### src/rtl/multicycle_ctrl_pkg.sv
// Shared types and constants for the multi-cycle CPU sequencer.
package ctrl_pkg;

  typedef enum logic [2:0] {
    S_IDLE,
    S_FETCH,
    S_DECODE,
    S_EXEC,
    S_WB,
    S_HALT
  } state_e;

  localparam logic [6:0] OP_RTYPE = 7'b0110011;
  localparam logic [6:0] OP_ITYPE = 7'b0010011;

  localparam logic [1:0] ALUOP_R = 2'b01;
  localparam logic [1:0] ALUOP_I = 2'b00;

  // Opcodes the datapath can execute; anything else traps.
  function automatic logic op_legal(input logic [6:0] op);
    return (op == OP_RTYPE) || (op == OP_ITYPE);
  endfunction

endpackage

### src/rtl/fetch_watchdog.sv
// Counts consecutive stalled fetch cycles and flags the one that uses up the budget.
module fetch_watchdog #(
  parameter int TIMEOUT_CYCLES = 16
) (
  input  logic clk_i,
  input  logic rst_i,
  input  logic clr,
  input  logic en,
  output logic expire
);

  localparam int W = $clog2(TIMEOUT_CYCLES + 1);

  logic [W-1:0] cnt_q;

  // Stall counter: cleared on any ack or outside FETCH, advances on each stalled cycle.
  always_ff @(posedge clk_i or negedge rst_i) begin
    if (!rst_i)      cnt_q <= '0;
    else if (clr)    cnt_q <= '0;
    else if (en)     cnt_q <= cnt_q + 1'b1;
  end

  // Combinational so the FSM can leave FETCH in the same cycle the count reaches the limit.
  assign expire = en && !clr && (cnt_q == W'(TIMEOUT_CYCLES - 1));

endmodule

### src/rtl/multicycle_ctrl.sv
// Fetch/decode/execute/write-back sequencer with illegal-opcode and fetch-stall traps.
module multicycle_ctrl
  import ctrl_pkg::*;
#(
  parameter int TIMEOUT_CYCLES = 16,
  parameter int CNT_W          = 32
) (
  input  logic             clk_i,
  input  logic             rst_i,
  input  logic             start_i,
  output logic             imem_req_o,
  input  logic             imem_ack_i,
  input  logic [31:0]      inst_i,
  output logic             IRWrite_o,
  output logic             PCWrite_o,
  output logic [1:0]       ALUOp_o,
  output logic             ALUSrc_o,
  output logic             RegWrite_o,
  output logic             busy_o,
  output logic             illegal_o,
  output logic             timeout_o,
  output logic [CNT_W-1:0] retired_o
);

  state_e     state_q, state_d;
  logic [6:0] op_q;
  logic       wd_clr, wd_en, wd_expire;
  logic       in_fetch;

  // Only the opcode field steers the sequencer; the rest belongs to the datapath.
  logic unused_inst;
  assign unused_inst = ^inst_i[31:7];

  assign in_fetch = (state_q == S_FETCH);
  assign wd_clr   = !in_fetch || imem_ack_i;
  assign wd_en    = in_fetch && !imem_ack_i;

  fetch_watchdog #(.TIMEOUT_CYCLES(TIMEOUT_CYCLES)) u_wd (
    .clk_i  (clk_i),
    .rst_i  (rst_i),
    .clr    (wd_clr),
    .en     (wd_en),
    .expire (wd_expire)
  );

  // State register.
  always_ff @(posedge clk_i or negedge rst_i) begin
    if (!rst_i) state_q <= S_IDLE;
    else        state_q <= state_d;
  end

  // Next-state logic; an ack in the last allowed fetch cycle beats the watchdog.
  always_comb begin
    state_d = state_q;
    case (state_q)
      S_IDLE:   if (start_i) state_d = S_FETCH;
      S_FETCH: begin
        if (imem_ack_i)     state_d = S_DECODE;
        else if (wd_expire) state_d = S_HALT;
      end
      S_DECODE: state_d = op_legal(op_q) ? S_EXEC : S_HALT;
      S_EXEC:   state_d = S_WB;
      S_WB:     state_d = start_i ? S_FETCH : S_IDLE;
      S_HALT:   state_d = S_HALT;
      default:  state_d = S_IDLE;
    endcase
  end

  // Opcode capture, sticky trap flags and retired-instruction counter.
  always_ff @(posedge clk_i or negedge rst_i) begin
    if (!rst_i) begin
      op_q      <= '0;
      illegal_o <= 1'b0;
      timeout_o <= 1'b0;
      retired_o <= '0;
    end else begin
      if (in_fetch && imem_ack_i)                     op_q      <= inst_i[6:0];
      if (in_fetch && !imem_ack_i && wd_expire)       timeout_o <= 1'b1;
      if (state_q == S_DECODE && !op_legal(op_q))     illegal_o <= 1'b1;
      if (state_q == S_WB)                            retired_o <= retired_o + CNT_W'(1);
    end
  end

  // Control outputs: Moore on state/op_q, except IRWrite which follows the ack directly.
  always_comb begin
    imem_req_o = 1'b0;
    IRWrite_o  = 1'b0;
    PCWrite_o  = 1'b0;
    RegWrite_o = 1'b0;
    ALUOp_o    = 2'b00;
    ALUSrc_o   = 1'b0;
    busy_o     = 1'b0;
    case (state_q)
      S_FETCH: begin
        imem_req_o = 1'b1;
        IRWrite_o  = imem_ack_i;
        busy_o     = 1'b1;
      end
      S_DECODE: busy_o = 1'b1;
      S_EXEC: begin
        ALUOp_o  = op_q[6:5];
        ALUSrc_o = ~op_q[5];
        busy_o   = 1'b1;
      end
      S_WB: begin
        ALUOp_o    = op_q[6:5];
        ALUSrc_o   = ~op_q[5];
        RegWrite_o = 1'b1;
        PCWrite_o  = 1'b1;
        busy_o     = 1'b1;
      end
      default: ;
    endcase
  end

endmodule

### config.mk
export PLATFORM = sky130hd
export DESIGN_NAME = multicycle_ctrl
export DESIGN_NICKNAME = d
export VERILOG_FILES = /design/src/rtl/multicycle_ctrl_pkg.sv /design/src/rtl/fetch_watchdog.sv /design/src/rtl/multicycle_ctrl.sv
export SDC_FILE = /design/constraint.sdc
export NUM_CORES = 1
export LEC_CHECK = 0
export ABC_AREA = 1
export CORE_MARGIN = 4
export CORE_UTILIZATION = 30
export DETAILED_ROUTE_END_ITERATION = 16
export GPL_TIMING_DRIVEN = 0
export PLACE_DENSITY = 0.54
export SYNTH_ARGS = -nofsm -noshare
export SYNTH_HDL_FRONTEND = slang
export SYNTH_SLANG_ARGS = --single-unit
### constraint.sdc
create_clock -name clk_i -period 2.2 [get_ports clk_i]
set_input_delay 0.22 -clock clk_i [delete_from_list [all_inputs] [get_ports clk_i]]
set_output_delay 0.22 -clock clk_i [all_outputs]
set_load 0.05 [all_outputs]
==> summary.md, run 1 <==
| Metric | Value |
|---|---|
| FP Rows | `33` |
| Clock Skew | `between 0.006 and 0.007 ns` |
| Hpwl dp | `4440 um` |
| Post-CTS setup buffer count | `0` |
| Worst-Skew Late Latency | `around 0.3 ns` |
| ANT cells | `0` |
| Fmax | `about 0.48 GHz` |
| Final period utilization | `a little over nine tenths` |
| Least-Margin Pin Slew | `around 0.53 ns` |
| Flop-to-flop setup slack | `0.52 ns` |
| Total Routed Length | `roughly 5700 um` |
| Via count | `about 2100` |
| CTS tree | `built` |
| Antenna Violating Nets Remaining | `0` |
| Die area | `10200 um^2` |
| Avg Cell Area, Syn | `slightly above 8 um^2` |
| IO Port Bufs | `52` |
| Distinct cells, synth | `29` |
| Leakage | `1.69 nW` |
| Cell Pwr Density | `between 800 and 900 nW/um^2` |
| Largest net degree at the start of global routing | `35` |
| Final core utilization | `about two fifths` |
| Post-DR wirelength/cell | `between 10 and 15 um` |
| CP startpoint | `state_q[0]` |
| Worst setup margin | `approximately 0.12 ns` |
| Vias per cell | `about 4.4` |
| Register area share after synthesis | `between 40% and 50%` |
| VDD IR max | `about 0.00085 V` |
| Initial Utilization | `31.2%` |
| Root Buffer | `clkbuf_8` |
| Die width | `approximately 100 um` |
| Share of the synthesized area in the top cell type | `a little under half` |
| All-layer global routing usage | `11.8%` |
| FF+latch count, synth | `49` |
| Unrepaired setup endpoints after global routing | `no` |
| Total Power | `between 2 and 3 mW` |
| Crit end category | `primary output` |
| Crit path time final | `2.08 ns` |
| Area delta synth->final | `29.9%` |
| Top post-synthesis cells by area | `dfrtp_1 (47%), nand2_1 (14%), nor2_1 (5.8%), inv_1 (5.1%), xor2_1 (5.1%)` |
| R2r worst-path depth | `10` |
| Most frequent cells in the layout | `nand2_1 (95), dfrtp_1 (49), clkdlybuf4s50_1 (43)` |
| Max-slew headroom | `between 60 and 70%` |
| Post-Layout Cell Count | `between 400 and 500` |
| Vias in the first global route | `about 2100` |
| DRC violations left | `0` |
| Cells after Synth | `314` |
| Initial DRC count | `64` |
| Final number of hold-violating endpoints | `0` |
| GRT Residual Overflow | `0` |
| Share of layout cells above drive strength 1 | `11.2%` |
| Final Wtd Congestion | `0.789` |
| Initial antenna violation count | `0` |
| Synthesized Nets | `353` |
| Worst min path class | `input port to async pin` |
| Top-level I/O count | `78` |
| Fin Setup TNS | `0 ns` |
| Setup WS pre-CTS | `0.0521 ns` |
| First-pass GRT wire length | `9710 um` |
| Critical path startpoint category | `flop` |
| H-tree levels | `2` |
| Cell taking the most area after synthesis | `dfrtp_1` |
| Slew Viols, Final | `0` |
| Clock transition at the registers of the reported paths | `roughly 0.090 ns` |
| Commonest non-fill, non-tap cell in the layout | `nand2_1` |
| # placed instances | `~470` |
| Filler cells | `approximately 860` |
| WP data required | `1.98 ns` |
| # setup viols final | `0` |
| Clock tree buffer depth | `2` |
| CP max FO | `10` |
| Max-cap viol count | `0` |
| Worst reg2reg endpoint | `retired_o[26]` |
| First drt pass iteration count | `4` |
| Core area | `between 8000 and 9000 um^2` |
| Launch point of the worst reg-to-reg path | `retired_o[1]` |
| Critical path type | `flop to primary output` |
| Final #Nets | `slightly above 400` |
| Yosys warns | `0` |
| Die Ht | `101 um` |
| # clock sinks | `49` |
| Mapped Area | `2600 um^2` |
| Status | `completed` |
| Worst EP arrival | `about 1.9 ns` |
| Num CTS Buffers | `5` |
-- sequential cells by signal, summed over array words and instances, names as in the netlist --
name	cells
retired_o	32
illegal_o	1
u_wd.cnt_q	5
state_q	3
timeout_o	1
op_q	7
-- kinds of logic (layout without fill, tap and decap cells) --
group / Yosys count / in the layout / share of synthesized area [%]
AOI/OAI and AO/OA: 13 / 13 / 2.89
xor gates and xnor gates: 24 / 24 / 8.09
adders and majority gates: 3 / 3 / 1.44
buffers and inverters: 42 / 104 / 7.17
DFF: 49 / 49 / 47.2
and+or+nand+nor: 183 / 183 / 33.2
-- through the flow --
step / area, um^2 / hold slack [ns]
6_report: 3370 / 0.364
5_1_grt: 3370 / 0.390
4_1_cts: 3390 / 0.366
3_5_place_dp: 3270 / 0.168
3_3_place_gp: 3250 / 0.450
2_1_floorplan: 2600 / -0.0756
-- per-layer routing --
metal  routed length [um]  GRT usage [%]  up-vias
li1                     -              -     1089
met1                 2670           15.3      957
met2                 2630           19.1       48
met3                  341           3.25        4
met4                   40           3.37        0
met5                    0              0        -
-- final cells by class --
class	count	area, um^2	share of cell area [%]
Multi-Input combinational cell	223	1190	35.2
Timing Repair Buffer	54	524	15.5
Buffer	3	35.0	1.04
Clock inverter	2	37.5	1.11
Tap cell	105	131	3.89
Clock buffer	6	82.6	2.45
Sequential cell	49	1230	36.3
Inverter	39	151	4.49
-- how the worst max path moves through the flow --
stage | endpoint | slack, ns | cells past startpoint
after detailed placement | IRWrite_o | 0.05 | 5
after floorplan | ALUOp_o[0] | 0.33 | 6
final | RegWrite_o | 0.12 | 6
after CTS | ALUOp_o[0] | 0.005 | 7
after global placement | op_q[1] | -0.64 | 1
after global routing | RegWrite_o | 0.03 | 6
-- where the power goes --
part	leakage, nW	total (mW)	internal, mW	switching, mW
Sequential	0.658	1.17	1.04	0.135
Combinational	0.979	1.09	0.339	0.751
Clock	0.0574	0.681	0.370	0.311
Total	1.69	2.94	1.75	1.20
-- cell usage after synthesis --
cell type / instances
nand3_1: 18
nand4_1: 4
nor2_8: 3
a31oi_1: 1
xnor2_1: 9
nor3_4: 1
nor2_2: 6
buf_12: 1
o31ai_1: 1
inv_1: 35
ha_1: 3
nor2_1: 40
xor2_1: 15
nand2_2: 4
o21ai_1: 4
nor3_1: 3
o21ai_0: 1
o22ai_1: 2
nand3b_1: 1
nor4_1: 2
nor2_4: 3
nand2_1: 95
inv_2: 3
inv_6: 1
buf_4: 2
a31o_2: 1
a21oi_1: 3
dfrtp_1: 49
nand2_4: 3
-- repair_timing --
| item | 4_1_cts | 5_1_grt |
|---|---|---|
| hold buffers | 1 | 0 |
| setup endpoints to repair | 7 | 5 |
| endpoints found under the hold margin | 15 | 0 |
| gates cloned | 0 | 0 |
| resized for setup | 10 | 6 |
-- critical path, stage by stage (launching register included) --
cell and delay, ns:
dfrtp_1 0.48, nor2_4 0.16, nand2_4 0.08, buf_12 0.16, inv_6 0.08, buf_4 0.09
dlygate4sd2_1 0.51
Power figures use the tool's default switching activity.
==> run 2: changes to the inputs <==
SLEW_MARGIN = 40   (was not set)
==> run 2 against run 1 <==
Net effect:
- non-clock buffer count is the same
- count of clock-buffer cells in the layout is the same
- utilization is essentially flat
- via count is the same
- critical path depth is the same
- register-to-register slack is essentially flat
- cell count is the same
- wire length is the same
- sequential power is essentially flat
- clock power is essentially flat
- maximum frequency is the same
- sequential share of layout area is essentially flat
==> summary.md, run 2 (synthesized netlist as in run 1, its figures left out) <==
| Metric | Value |
|---|---|
| WP data required | `1.98 ns (about the same)` |
| Slew Viols, Final | `0 (unchanged)` |
| Commonest non-fill, non-tap cell in the layout | `nand2_1` |
| Die Ht | `101 um (unchanged)` |
| Clock transition at the registers of the reported paths | `0.09 ns (about the same)` |
| Area delta synth->final | `29.9% (about the same)` |
| Initial Utilization | `31.2% (unchanged)` |
| First-pass GRT wire length | `9710 um (unchanged)` |
| Largest net degree at the start of global routing | `35 (unchanged)` |
| # clock sinks | `49 (unchanged)` |
| Unrepaired setup endpoints after global routing | `no` |
| Final core utilization | `40.5% (about the same)` |
| Top flop regs | `retired_o: 32 flops, op_q: 7 flops, u_wd.cnt_q: 5 flops` |
| Largest Register | `retired_o` |
| Initial DRC count | `64 (unchanged)` |
| Power share of the combinational group | `37.0% (about the same)` |
| # setup viols final | `0 (unchanged)` |
| Max-slew headroom | `64.8% (unchanged)` |
| Total Power | `2.95 mW (about the same)` |
| Post-DR wirelength/cell | `11.8 um (unchanged)` |
| Final period utilization | `94.7% (unchanged)` |
| Critical path type | `flop to primary output` |
| Net Sw Power | `1.20 mW (about the same)` |
| DRC violations left | `0 (unchanged)` |
| Largest register FFs | `32 (unchanged)` |
| Post-CTS setup buffer count | `0 (unchanged)` |
| Final Wtd Congestion | `0.789 (unchanged)` |
| Root Buffer | `clkbuf_8` |
| Antenna Violating Nets Remaining | `0 (unchanged)` |
| Worst min path class | `input port to async pin` |
| CP cell instances | `nor2_4 -> nand2_4 -> buf_12 -> inv_6 -> buf_4 -> dlygate4sd2_1` |
| H-tree levels | `2 (unchanged)` |
| CTS tree | `built` |
| Internal | `1.75 mW (about the same)` |
| Worst-Skew Late Latency | `0.30 ns (about the same)` |
| FP Rows | `33 (unchanged)` |
| Cell Pwr Density | `872 nW/um^2 (about the same)` |
| Register Area | `1230 um^2 (unchanged)` |
| All-layer global routing usage | `11.8% (unchanged)` |
| R2r worst-path depth | `10 (unchanged)` |
| Num CTS Buffers | `5 (unchanged)` |
| Setup WS pre-CTS | `0.0521 ns (unchanged)` |
| Worst setup margin | `0.116 ns (unchanged)` |
| Top-level I/O count | `78 (unchanged)` |
| Crit path time final | `2.08 ns (unchanged)` |
| Fmax | `0.480 GHz (unchanged)` |
| Core area | `8340 um^2 (unchanged)` |
| Most frequent cells in the layout | `nand2_1 (95), dfrtp_1 (49), clkdlybuf4s50_1 (43)` |
| Die width | `101 um (unchanged)` |
| Area of the multi-input gates | `1190 um^2 (unchanged)` |
| ANT cells | `0 (unchanged)` |
| Clock tree buffer depth | `2 (unchanged)` |
| VDD IR max | `0.000851 V (about the same)` |
| Flop-to-flop setup slack | `0.52 ns (about the same)` |
| Crit end category | `primary output` |
| Least-Margin Pin Slew | `0.527 ns (unchanged)` |
| Filler cells | `858 (unchanged)` |
| Vias in the first global route | `2135 (unchanged)` |
| Share of layout cells above drive strength 1 | `11.2% (unchanged)` |
| Switch share | `40.6% (about the same)` |
| IO Port Bufs | `52 (unchanged)` |
| Leakage | `1.70 nW (about the same)` |
| Total Routed Length | `5680 um (unchanged)` |
| Worst EP arrival | `1.86 ns (about the same)` |
| Final #Nets | `414 (unchanged)` |
| Status | `completed` |
| Clock Power Share | `23.1% (about the same)` |
| Clock Skew | `0.00623 ns (unchanged)` |
| CP max-delay cell | `dlygate4sd2_1` |
| Fin Setup TNS | `0 ns (unchanged)` |
| Slowest stage delay, CP | `0.51 ns (about the same)` |
| GRT Residual Overflow | `0 (unchanged)` |
| First drt pass iteration count | `4 (unchanged)` |
| Final number of hold-violating endpoints | `0 (unchanged)` |
| Vias per cell | `4.36 (unchanged)` |
| Hpwl dp | `4440 um (about the same)` |
| Initial antenna violation count | `0 (unchanged)` |
| CP max FO | `10 (unchanged)` |
| Die area | `10200 um^2 (unchanged)` |
| Critical path startpoint category | `flop` |
| Via count | `2098 (unchanged)` |
| Max-cap viol count | `0 (unchanged)` |
| Sequential share of power | `39.9% (about the same)` |
-- run 2: cell types whose count changed in the layout (fill, tap and decap cells not counted) --
cell	delta
buf_2	-1
buf_4	+1
-- run 2: path summary, 6_finish.rpt --
| path | startpoint | end |
|---|---|---|
| setup reg to reg | retired_o[1] | retired_o[26] |
| setup / recovery | state_q[0] | RegWrite_o |
| max in group asynchronous | rst_i | u_wd.cnt_q[2] |
| hold / removal | rst_i | retired_o[15] |
| hold reg to reg | u_wd.cnt_q[0] | u_wd.cnt_q[0] |
| min in group clk_i | inst_i[1] | op_q[1] |
-- run 2: cell type report --
| class | count | share of cell area [%] |
|---|---|---|
| clock inverter | 2 | 1.11 |
| multi-input combinational | 223 | 35.1 |
| inverter | 39 | 4.48 |
| buffer | 3 | 1.04 |
| sequential | 49 | 36.3 |
| timing repair buffer | 54 | 15.6 |
| clock buffer | 6 | 2.45 |
| tap | 105 | 3.89 |
-- run 2: metal layers --
metal,share of wire [%],GRT usage [%],wire (um)
met1,47,15.3,2670
met2,46,19.1,2630
met3,6.0,3.25,341
met4,0.70,3.37,40
met5,0,0,0
-- run 2: critical path, delay by kind of cell, from the launching register on --
kind / cells / cell delay [ns]
flip-flops: 1 / 0.48
AND/OR/NAND/NOR: 2 / 0.24
buffers and inverters: 4 / 0.84
-- run 2: power by group through the flow --
stage | Sequential (mW) | Clock [mW] | Combinational, mW
final | 1.17 | 0.681 | 1.09
after global routing | 1.20 | 0.740 | 1.19
after CTS | 1.18 | 0.710 | 1.12
after detailed placement | 1.19 | 0 | 1.15
after global placement | 1.19 | 0 | 1.14
after floorplan | 1.32 | 0 | 0.664
-- run 2: what timing repair did --
item	4_1_cts	5_1_grt
hold endpoints to repair	15	0
resized for setup	10	6
hold buffers	1	0
gates cloned	0	0
endpoints found under the setup margin	7	5
-- run 2: stage by stage --
| stage | std cells | hold slack (ns) | area, um^2 |
|---|---|---|---|
| CTS | 481 | 0.302 | 3390 |
| finish | 481 | 0.309 | 3380 |
| floorplan | 314 | -0.0756 | 2600 |
| detailed placement | 472 | 0.100 | 3270 |
| global placement | 471 | 0.450 | 3250 |
| global route | 481 | 0.317 | 3380 |
==> run 3: changes to the inputs <==
SETUP_SLACK_MARGIN = 0.4   (was not set)
SKIP_CTS_REPAIR_TIMING = 1   (was not set)
==> run 3 against run 2 <==
Net effect:
- clock power barely moved
- first-iteration DRC count shrank 16%
- maximum frequency increased by 15%
- via count is 1.2% higher
- largest power group is now combinational cells
==> summary.md, run 3 (synthesized netlist as in run 1, its figures left out) <==
| Metric | Value |
|---|---|
| Status | `completed` |
| Least-Margin Pin Slew | `0.535 ns (+0.00864 ns)` |
| # setup viols final | `0 (unchanged)` |
| VDD IR max | `0.000830 V (-2.4%)` |
| Critical path type | `flop to primary output` |
| Clock tree buffer depth | `2 (unchanged)` |
| Die Ht | `101 um (unchanged)` |
| CP max FO | `10 (unchanged)` |
| Hpwl dp | `4440 um (unchanged)` |
| Root Buffer | `clkbuf_8` |
| Max-slew headroom | `64.3% (-0.52 points)` |
| ANT cells | `0 (unchanged)` |
| Crit end category | `primary output` |
| First-pass GRT wire length | `9710 um (unchanged)` |
| Num CTS Buffers | `5 (unchanged)` |
| First drt pass iteration count | `4 (unchanged)` |
| Clock Skew | `0.00562 ns (-0.000613 ns)` |
| Core area | `8340 um^2 (unchanged)` |
| Final #Nets | `418 (+0.97%)` |
| GRT Residual Overflow | `0 (unchanged)` |
| Net Sw Power | `1.24 mW (+3.5%)` |
| Largest register FFs | `32 (unchanged)` |
| Unrepaired setup endpoints after global routing | `yes` |
| Max-cap viol count | `0 (unchanged)` |
| Clock transition at the registers of the reported paths | `0.09 ns (about the same)` |
| Worst EP arrival | `1.60 ns (-0.26 ns)` |
| Final period utilization | `82.5% (-12 points)` |
| Total Routed Length | `5780 um (+1.8%)` |
| Critical path startpoint category | `flop` |
| WP data required | `1.98 ns (about the same)` |
| Setup WS pre-CTS | `0.0521 ns (unchanged)` |
| DRC violations left | `0 (unchanged)` |
| # clock sinks | `49 (unchanged)` |
| Antenna Violating Nets Remaining | `0 (unchanged)` |
| Cell Pwr Density | `868 nW/um^2 (-0.52%)` |
| Post-Layout Cell Count | `485 (+0.83%)` |
| Worst setup margin | `0.384 ns (+0.268 ns)` |
| Largest net degree at the start of global routing | `35 (unchanged)` |
| Die area | `10200 um^2 (unchanged)` |
| Sequential share of power | `38.5% (-1.4 points)` |
| Worst-Skew Late Latency | `0.30 ns (about the same)` |
| Vias in the first global route | `2135 (unchanged)` |
| All-layer global routing usage | `11.8% (unchanged)` |
| Leakage | `2.23 nW (+31%)` |
| H-tree levels | `2 (unchanged)` |
| Die width | `101 um (unchanged)` |
| Top-level I/O count | `78 (unchanged)` |
| # placed instances | `472 (unchanged)` |
| CTS tree | `built` |
| Initial Utilization | `31.2% (unchanged)` |
| Power share of the combinational group | `39.3% (+2.3 points)` |
| Switch share | `40.5% (-0.099 points)` |
| Slew Viols, Final | `0 (unchanged)` |
| Share of layout cells above drive strength 1 | `15.5% (+4.4 points)` |
| Clock Power Share | `22.2% (-0.9 points)` |
| IO Port Bufs | `52 (unchanged)` |
| Final Wtd Congestion | `0.789 (unchanged)` |
| Top flop regs | `retired_o: 32 flops, op_q: 7 flops, u_wd.cnt_q: 5 flops` |
| Initial antenna violation count | `0 (unchanged)` |
| Worst min path class | `input port to async pin` |
| Internal | `1.82 mW (+4.0%)` |
| CP startpoint | `state_q[1]` |
| Final number of hold-violating endpoints | `0 (unchanged)` |
| Commonest non-fill, non-tap cell in the layout | `nand2_1` |
| Crit path time final | `1.82 ns (-0.268 ns)` |
| Launch point of the worst reg-to-reg path | `state_q[0]` |
| Post-DR wirelength/cell | `11.9 um (+0.94%)` |
| Fmax | `0.551 GHz (+15%)` |
| Via count | `2124 (+1.2%)` |
| Area delta synth->final | `35.6%` |
| Most frequent cells in the layout | `nand2_1 (94), dfrtp_1 (46), inv_1 (35)` |
| Vias per cell | `4.38 (+0.40%)` |
| Largest Register | `retired_o` |
| Initial DRC count | `54 (-16%)` |
| FP Rows | `33 (unchanged)` |
==> run 3: layer usage <==
layer / wire, um / GRT usage, % / up-vias
met2: 2700 / 19.1 / 46
met3: 348 / 3.25 / 4
li1: - / - / 1098
met1: 2680 / 15.3 / 976
met4: 40 / 3.37 / 0
met5: 0 / 0 / -
==> run 3: worst max-delay path, cell delays in order, from the launching register on <==
cell and delay, ns:
dfrtp_2 0.45, inv_1 0.08, nand2_1 0.08, nor2_4 0.13
inv_2 0.05, nor2_2 0.11, buf_4 0.18, buf_4 0.20
==> run 3: final timing paths <==
| check | slack, ns | cells after the start | to |
|---|---|---|---|
| hold reg to reg | 0.46 | 1 | u_wd.cnt_q[0] |
| min in group clk_i | 0.45 | 3 | op_q[1] |
| hold / removal | 0.31 | 2 | retired_o[15] |
| setup reg to reg | 0.59 | 10 | retired_o[26] |
| max in group asynchronous | 1.43 | 3 | state_q[0] |
| setup / recovery | 0.38 | 7 | IRWrite_o |
==> run 3: stage by stage <==
step / instance area, um^2 / TNS, ns / hold WS, ns / total power [mW] / util, %
floorplan: 2600 / 0 / -0.0756 / 1.98 / -
global placement: 3250 / -31.25 / 0.450 / 2.33 / 39.0
detailed placement: 3270 / 0 / 0.100 / 2.34 / 39.2
CTS: 3390 / -1.58 / -0.238 / 3.04 / 40.6
global route: 3520 / 0 / 0.317 / 3.26 / 42.2
finish: 3520 / 0 / 0.311 / 3.06 / 42.2
==> run 3: power by group through the flow <==
stage	sequential, mW	clock [mW]	combinational (mW)
after detailed placement	1.19	0	1.15
after CTS	1.18	0.710	1.15
after floorplan	1.32	0	0.664
final	1.18	0.678	1.20
after global placement	1.19	0	1.14
after global routing	1.20	0.740	1.31
==> run 3: final cells by class <==
cell class | instances | area [um^2]
timing repair buffer | 58 | 639
clock buffer | 6 | 82.6
inverter | 39 | 154
clock inverter | 2 | 37.5
multi-input combinational | 223 | 1210
tap | 105 | 131
buffer | 3 | 35.0
fill | 846 | 4820
sequential | 49 | 1230
